==> src/rtl/ct_wrr_merge.sv <==
// ct_wrr_merge: weighted round-robin packet merge of NI streams into one registered output.
// Packets are never interleaved; each input gets i_weight packets per turn (0 counts as 1).
module ct_wrr_merge #(
   parameter int NI    = 2,
   parameter int WIDTH = 8,
   parameter int WBITS = 4
) (
   input  logic                  clk,
   input  logic                  reset,
   input  logic [NI*WIDTH-1:0]   i_data,
   input  logic [NI-1:0]         i_valid,
   input  logic [NI-1:0]         i_eop,
   output logic [NI-1:0]         o_ready,
   input  logic [NI*WBITS-1:0]   i_weight,
   output logic [WIDTH-1:0]      o_data,
   output logic                  o_valid,
   output logic                  o_eop,
   input  logic                  i_ready,
   output logic [$clog2(NI)-1:0] o_grant
);
   localparam int NIBITS = $clog2(NI);
   typedef enum logic {S_IDLE, S_LOCKED} state_t;
   state_t            state;
   logic [NIBITS-1:0] prio_ptr, lock_idx, scan, cur, nxt_ptr;
   logic [WBITS-1:0]  pkt_cnt, w, eff_w;
   logic [WBITS:0]    n;
   logic              load, xfer, done, wrap;
   int                j;
   // descending scan so the lowest offset from prio_ptr wins
   always_comb begin
      scan = prio_ptr;
      j = 0;
      for (int k = NI-1; k >= 0; k--) begin
         j = int'(prio_ptr) + k;
         j = j >= NI ? j - NI : j;
         scan = i_valid[NIBITS'(j)] ? NIBITS'(j) : scan;
      end
   end
   assign cur     = state == S_LOCKED ? lock_idx : scan;
   assign o_grant = cur;
   assign load    = !o_valid || i_ready;
   assign o_ready = load ? NI'(1) << cur : '0;
   assign xfer    = load && i_valid[cur];
   assign done    = xfer && i_eop[cur];
   assign w       = i_weight[int'(cur)*WBITS +: WBITS];
   assign eff_w   = w == '0 ? WBITS'(1) : w;
   assign n       = (cur == prio_ptr ? {1'b0, pkt_cnt} : '0) + 1'b1;
   assign wrap    = n >= {1'b0, eff_w};
   assign nxt_ptr = int'(cur) == NI-1 ? '0 : cur + 1'b1;
   always_ff @(posedge clk or posedge reset) begin
      if (reset) begin
         state    <= S_IDLE;
         prio_ptr <= '0;
         pkt_cnt  <= '0;
         lock_idx <= '0;
         o_valid  <= 1'b0;
         o_eop    <= 1'b0;
         o_data   <= '0;
      end else begin
         if (load) o_valid <= xfer;
         if (xfer) begin
            o_data   <= i_data[int'(cur)*WIDTH +: WIDTH];
            o_eop    <= i_eop[cur];
            state    <= i_eop[cur] ? S_IDLE : S_LOCKED;
            lock_idx <= cur;
         end
         if (done) begin
            prio_ptr <= wrap ? nxt_ptr : cur;
            pkt_cnt  <= wrap ? '0 : n[WBITS-1:0];
         end
      end
   end
endmodule

==> config.mk <==
export PLATFORM = sky130hd
export DESIGN_NAME = ct_wrr_merge
export DESIGN_NICKNAME = d
export VERILOG_FILES = /design/src/rtl/ct_wrr_merge.sv
export SDC_FILE = /design/constraint.sdc
export NUM_CORES = 1
export LEC_CHECK = 0
export BUFFER_PORTS_ARGS = -buffer_cell sky130_fd_sc_hd__buf_2
export CAP_MARGIN = 0
export CORE_MARGIN = 2
export CORE_UTILIZATION = 40
export DETAILED_ROUTE_END_ITERATION = 12
export PLACE_DENSITY = 0.71
export SYNTH_ARGS = -nofsm -noshare
export SYNTH_HDL_FRONTEND = slang
export SYNTH_SLANG_ARGS = --single-unit
==> constraint.sdc <==
create_clock -name clk -period 2.6 [get_ports clk]
set_input_delay 0.26 -clock clk [delete_from_list [all_inputs] [get_ports clk]]
set_output_delay 0.26 -clock clk [all_outputs]
set_load 0.02 [all_outputs]
==> flow_metrics.py, run 1 <==
metrics = {
    "outcome": {
        "status": "complete, no violations",
    },
    "synthesis": {
        "synth_seq_cells": 17,
        "synth.top_cells.by_count": "nand2_1, dfrtp_1, nor2_1, a31oi_1, ha_1",
        "synthSimpleGateAreaFrac_pct": 24.3,
        "synth_fa_ha_area_share_pct": 5.92,
        "synth-edff-count": 0,
        "synth_mux_area_share_pct": 7.10,
        "synth_top_area_cell": "dfrtp_1",
        "synth_xor_area_share_pct": 3.31,
        "syn_area_per_cell_um2": 9.19,
        "synth_compound_area_share_pct": 15.3,
        "syn_area_um2": 1060,
        "synth-async-reset-ratio_pct": 100,
        "synth_nets": 151,
        "yosysMostFrequentCell": "nand2_1",
        "synth_top_cell_area_share_pct": 40.2,
        "synth_flop_cell": "dfrtp_1",
        "ys_warn_count": 0,
        "synth_cell_types": 30,
        "ys_top_cells_by_area": "dfrtp_1, nand2_1, ha_1",
        "synth-seq-area-share_pct": 40.2,
        "syn-instance-count": 115,
        "synth_top_family_by_area": "simple AND/OR/NAND/NOR gates",
    },
    "placed_design": {
        "place_ws_ns": -0.140,
        "dp.cells": 192,
        "gp_congestion": 0.838,
        "placed_area_um2": 1340,
        "io_buffers": 43,
        "place_hpwl_um": 1990,
    },
    "job": {
        "cap_viol_max_count": 0,
    },
    "worst_setup_path": {
        "arrival_ns": 2.75,
        "r2r-start": "state",
        "r2r_end": "prio_ptr",
        "crit_path_start": "state",
        "r2r_cells": 11,
        "crit_path_end_kind": "flop",
        "cp_max_fo": 5,
        "path_class": "reg -> reg",
        "endpoint": "prio_ptr",
        "cp.required_ns": 2.78,
        "reg2reg_setup_slack_ns": 0.03,
        "start_kind": "flop",
    },
    "power": {
        "power_mw": 1.63,
        "p_per_area_nw_per_um2": 1120,
        "p_leak_nw": 0.702,
        "peakVddDrop_uv": 553,
    },
    "die": {
        "core_area_um2": 2500,
        "rows": 18,
        "die_area_um2": 3070,
        "io-pin-count": 44,
        "die_h_um": 55.4,
        "start_util_pct": 42.3,
        "dieWidth_um": 55.4,
    },
    "detailed_routing": {
        "routed_via_density": 5.23,
        "drt_pass1_iterations": 4,
        "num_vias": 1026,
        "postRouteAntennaNets": 0,
        "remaining_drc_errors": 0,
        "wirelength_um": 2560,
        "first_iter_violations": 26,
        "post_drt_wl_per_cell_um": 13.1,
    },
    "clock_tree": {
        "ctsHoldBuffers": 0,
        "cts_max_level": 1,
        "cts_buffers": 3,
        "clk_pin_slew_ns": 0.11,
        "cts_tree": "done",
        "cts.sinks": 17,
        "clock_latency_ns": 0.30,
        "root_buffer": "clkbuf_4",
        "clockBufferDepth": 2,
    },
    "cells_and_area": {
        "final_area_um2": 1450,
        "nets": 203,
        "fin_cells": 196,
        "drive_gt1_share_pct": 43.4,
        "syn2layout_area_growth_pct": 37.3,
        "antenna_cells": 0,
        "fin_util_pct": 58.1,
    },
    "sta": {
        "post-route-period-util_pct": 98.7,
        "relSlewSlack_pct": 57.4,
        "fmax_mhz": 390,
        "rsz0062_at_grt": "yes",
        "timing.final.ws_setup_ns": 0.0349,
        "tightestPinTransition_ns": 0.638,
        "drv_slew": 0,
        "finalCriticalPeriod_ns": 2.57,
        "setup_viol": 0,
        "hold_violations": 0,
        "finClkSkew_ns": 0.00121,
    },
    "global_route": {
        "grt_pass1_wl_um": 4160,
        "grt.total_usage_pct": 16.6,
        "gr-total-overflow": 0,
        "grt_pass1_vias": 962,
        "grt_max_degree": 18,
        "antenna_found_initial": 0,
    },
    "worst_hold_path": {
        "holdCritPathClass": "in -> async",
    },
}
[worst max-delay path: stages, from the launching register on]
cell,delay [ns]
dfrtp_1,0.43
mux2i_4,0.35
inv_8,0.07
mux2i_4,0.19
nand3_1,0.08
nand3_1,0.09
ha_1,0.29
nand2b_4,0.15
a2111oi_4,0.40
o22ai_4,0.15
xnor2_1,0.18
o21ai_1,0.07
[how the worst min path moves through the flow]
stage                     end  slack, ns  cells after the start
global placement    o_data[2]       0.37                      2
finish              o_data[2]       0.02                      2
global route        o_data[2]       0.09                      2
floorplan            lock_idx       0.19                      1
detailed placement  o_data[2]       0.39                      2
CTS                 o_data[2]       0.05                      2
[logic make-up (layout without fill, tap and decap cells)]
family,after synthesis,after routing
flops,17,17
mux,5,5
fa+ha+maj,5,5
xor+xnor,4,4
buf+inv,6,57
simple gates,57,57
compound gates,21,21
[through the flow]
stage / setup TNS (ns) / hold WS [ns]
2_1_floorplan: 0 / 0.186
3_3_place_gp: 0 / 0.372
3_5_place_dp: -0.535 / 0.386
4_1_cts: 0 / 0.0502
5_1_grt: -0.171 / 0.0860
6_report: 0 / 0.0185
[layout make-up]
class | count | area [um2]
inverters | 3 | 18.8
clock buffers | 3 | 22.5
fillers | 216 | 1050
well taps | 30 | 37.5
flip-flops and latches | 17 | 427
clock inverters | 1 | 5.00
repair buffers | 50 | 268
multi-input cells | 92 | 673
[per-layer routing]
layer | GRT usage (%) | vias up | wire length [um]
met5 | 0 | - | 0
met2 | 28.6 | 36 | 1290
met4 | 5.92 | 0 | 68
li1 | - | 502 | -
met3 | 3.98 | 6 | 166
met1 | 20.1 | 482 | 1040
[power by group]
part	leakage (nW)	internal (mW)	switching (mW)
clock	0.0177	0.0575	0.0929
combinational	0.484	0.454	0.569
sequential	0.200	0.375	0.0817
[flip-flops by register name, indices dropped and copies added (netlist names)]
register  count
o_valid       1
pkt_cnt       4
o_eop         1
lock_idx      1
state         1
o_data        8
prio_ptr      1
[layout by cell type (no fill, tap or decap), types with 2 or more instances in the layout]
master / n
buf_2: 43
nand2_1: 30
dfrtp_1: 16
nor2_1: 14
a31oi_1: 7
buf_4: 7
ha_1: 5
mux2i_4: 4
nand3_1: 4
clkbuf_4: 3
and2_1: 2
o21ai_0: 2
xor2_1: 2
inv_1: 2
a21oi_1: 2
[repair_timing]
item                                    in CTS  in global routing
resized for setup                            5                 10
endpoints found under the setup margin       5                  5
pin swaps                                    4                  7
setup buffers                                0                  0
Power figures use the tool's default switching activity.
==> run 2, diff against run 1 <==
--- a/config.mk
+++ b/config.mk
@@ -8,9 +8,9 @@
 export BUFFER_PORTS_ARGS = -buffer_cell sky130_fd_sc_hd__buf_2
 export CAP_MARGIN = 0
 export CORE_MARGIN = 2
-export CORE_UTILIZATION = 40
+export CORE_UTILIZATION = 42
 export DETAILED_ROUTE_END_ITERATION = 12
-export PLACE_DENSITY = 0.71
+export PLACE_DENSITY = 0.74
 export SYNTH_ARGS = -nofsm -noshare
 export SYNTH_HDL_FRONTEND = slang
 export SYNTH_SLANG_ARGS = --single-unit
==> run 2 against run 1 <==
Against the previous run: highest routed layer is now met3; largest cell class unchanged; critical endpoint unchanged; clock skew grew 0.0012 ns; first-iteration DRC count is 23% lower; combinational power up 9.8%; routed wire length decreased by 0.55%; clock-buffer cell count unchanged; final cell count increased by 1.0%; total power is 4.9% higher; clock power shrank 4%; largest power group unchanged; die area down 4.4%; flip-flop and latch count stayed put; global-route usage shrank 1.4 points.
==> flow_metrics.py, run 2 (same netlist as run 1, synthesis figures left out) <==
metrics = {
    "cells_and_area": {
        "final_area_um2": 1520,
        "final_common_cell": "buf_2",
        "top_regs": "o_data (8), pkt_cnt (4)",
        "fin_cells": 198,
        "fillers": 189,
        "drive_gt1_share_pct": 47.0,
        "syn2layout_area_growth_pct": 43.7,
        "nets": 205,
        "mostFrequentLayoutCells": "buf_2, nand2_1, dfrtp_1",
        "fin_util_pct": 62.4,
        "top_register": "o_data",
        "largest_reg_flops": 8,
        "antenna_cells": 0,
    },
    "placed_design": {
        "placed_area_um2": 1330,
        "gp_congestion": 0.826,
        "dp.cells": 191,
        "place_ws_ns": -0.108,
        "io_buffers": 43,
        "place_hpwl_um": 1790,
    },
    "sta": {
        "tightestPinTransition_ns": 0.634,
        "hold_violations": 0,
        "finClkSkew_ns": 0.00243,
        "relSlewSlack_pct": 57.7,
        "post-route-period-util_pct": 96.2,
        "fmax_mhz": 400,
        "setup_viol": 0,
        "finalCriticalPeriod_ns": 2.50,
        "whs_ns": 0.0329,
        "drv_slew": 0,
        "timing.final.ws_setup_ns": 0.0999,
        "fin_setup_tns_ns": 0,
    },
    "worst_setup_path": {
        "reg2reg_setup_slack_ns": 0.1,
        "arrival_ns": 2.67,
        "start_kind": "flop",
        "r2r_cells": 12,
        "path_class": "reg -> reg",
        "cp_max_fo": 5,
        "r2r_end": "prio_ptr",
        "r2r-start": "lock_idx",
        "cp.required_ns": 2.77,
        "crit_path_end_kind": "flop",
    },
    "die": {
        "start_util_pct": 43.5,
        "die_h_um": 54.2,
        "core_area_um2": 2430,
        "io-pin-count": 44,
        "dieWidth_um": 54.2,
        "die_area_um2": 2930,
        "rows": 18,
    },
    "clock_tree": {
        "cts_max_level": 1,
        "cts_buffers": 3,
        "cts_tree": "done",
        "clockBufferDepth": 2,
        "clk_pin_slew_ns": 0.10,
        "root_buffer": "clkbuf_4",
        "clock_latency_ns": 0.29,
        "cts.sinks": 17,
    },
    "global_route": {
        "gr-total-overflow": 0,
        "grt_pass1_wl_um": 3240,
        "grt.total_usage_pct": 15.2,
        "antenna_found_initial": 0,
        "grt_max_degree": 18,
        "grt_pass1_vias": 762,
    },
    "power": {
        "power_mw": 1.71,
        "p_leak_nw": 0.725,
        "p_per_area_nw_per_um2": 1130,
        "peakVddDrop_uv": 580,
    },
    "outcome": {
        "status": "complete, no violations",
    },
    "detailed_routing": {
        "drt_pass1_iterations": 4,
        "top_layer_used": "met3",
        "remaining_drc_errors": 0,
        "num_vias": 994,
        "wl_met2_um": 1270,
        "wl_met1_um": 1130,
        "postRouteAntennaNets": 0,
        "wirelength_um": 2550,
        "post_drt_wl_per_cell_um": 12.9,
        "first_iter_violations": 20,
        "wl_met3_um": 147,
        "routed_via_density": 5.02,
    },
    "worst_hold_path": {
        "holdCritPathClass": "in -> async",
    },
    "job": {
        "cap_viol_max_count": 0,
    },
}
-- run 2: layout make-up --
type | count | area, um2 | area share, %
clock buffer | 3 | 22.5 | 1.48
clock inverter | 1 | 5.00 | 0.329
inverter | 3 | 18.8 | 1.24
multi-input combinational | 92 | 723 | 47.6
sequential | 17 | 425 | 28.0
tap | 30 | 37.5 | 2.47
timing repair buffer | 52 | 287 | 18.9
-- run 2: critical path: stages (launching register included) --
cell and delay (ns):
dfrtp_1 0.43, buf_4 0.16, mux2i_4 0.24, inv_8 0.08
mux2i_4 0.20, nand3_2 0.08, nand3_2 0.09, ha_4 0.22
nand2b_4 0.14, a2111oi_4 0.35, o22ai_4 0.14, xnor2_1 0.17
o21ai_1 0.07
-- run 2: worst max-delay path by stage --
stage	start	endpoint	slack (ns)	cells after the start
after floorplan	state	pkt_cnt[3]	0.03	10
after global routing	lock_idx	prio_ptr	-0.07	12
after global placement	state	pkt_cnt[3]	0.04	10
final	lock_idx	prio_ptr	0.1	12
after CTS	state	pkt_cnt[0]	0.01	10
after detailed placement	lock_idx	pkt_cnt[3]	-0.11	10
-- run 2: per-layer routing --
layer / vias to the layer above / track usage [%]
met5: - / 0
met4: 0 / 1.25
met3: 0 / 3.33
met2: 29 / 27.9
met1: 461 / 18.7
li1: 504 / -
-- run 2: what timing repair did --
action	in CTS	in global routing
hold buffers	0	0
hold endpoints to repair	0	0
setup buffers	1	2
gates cloned	0	0
resized for setup	4	19
setup endpoints to repair	5	5
pin swaps	4	10
-- run 2: power by group --
group,switching [mW],internal (mW)
logic,0.606,0.513
clock network,0.0870,0.0572
registers,0.0724,0.374
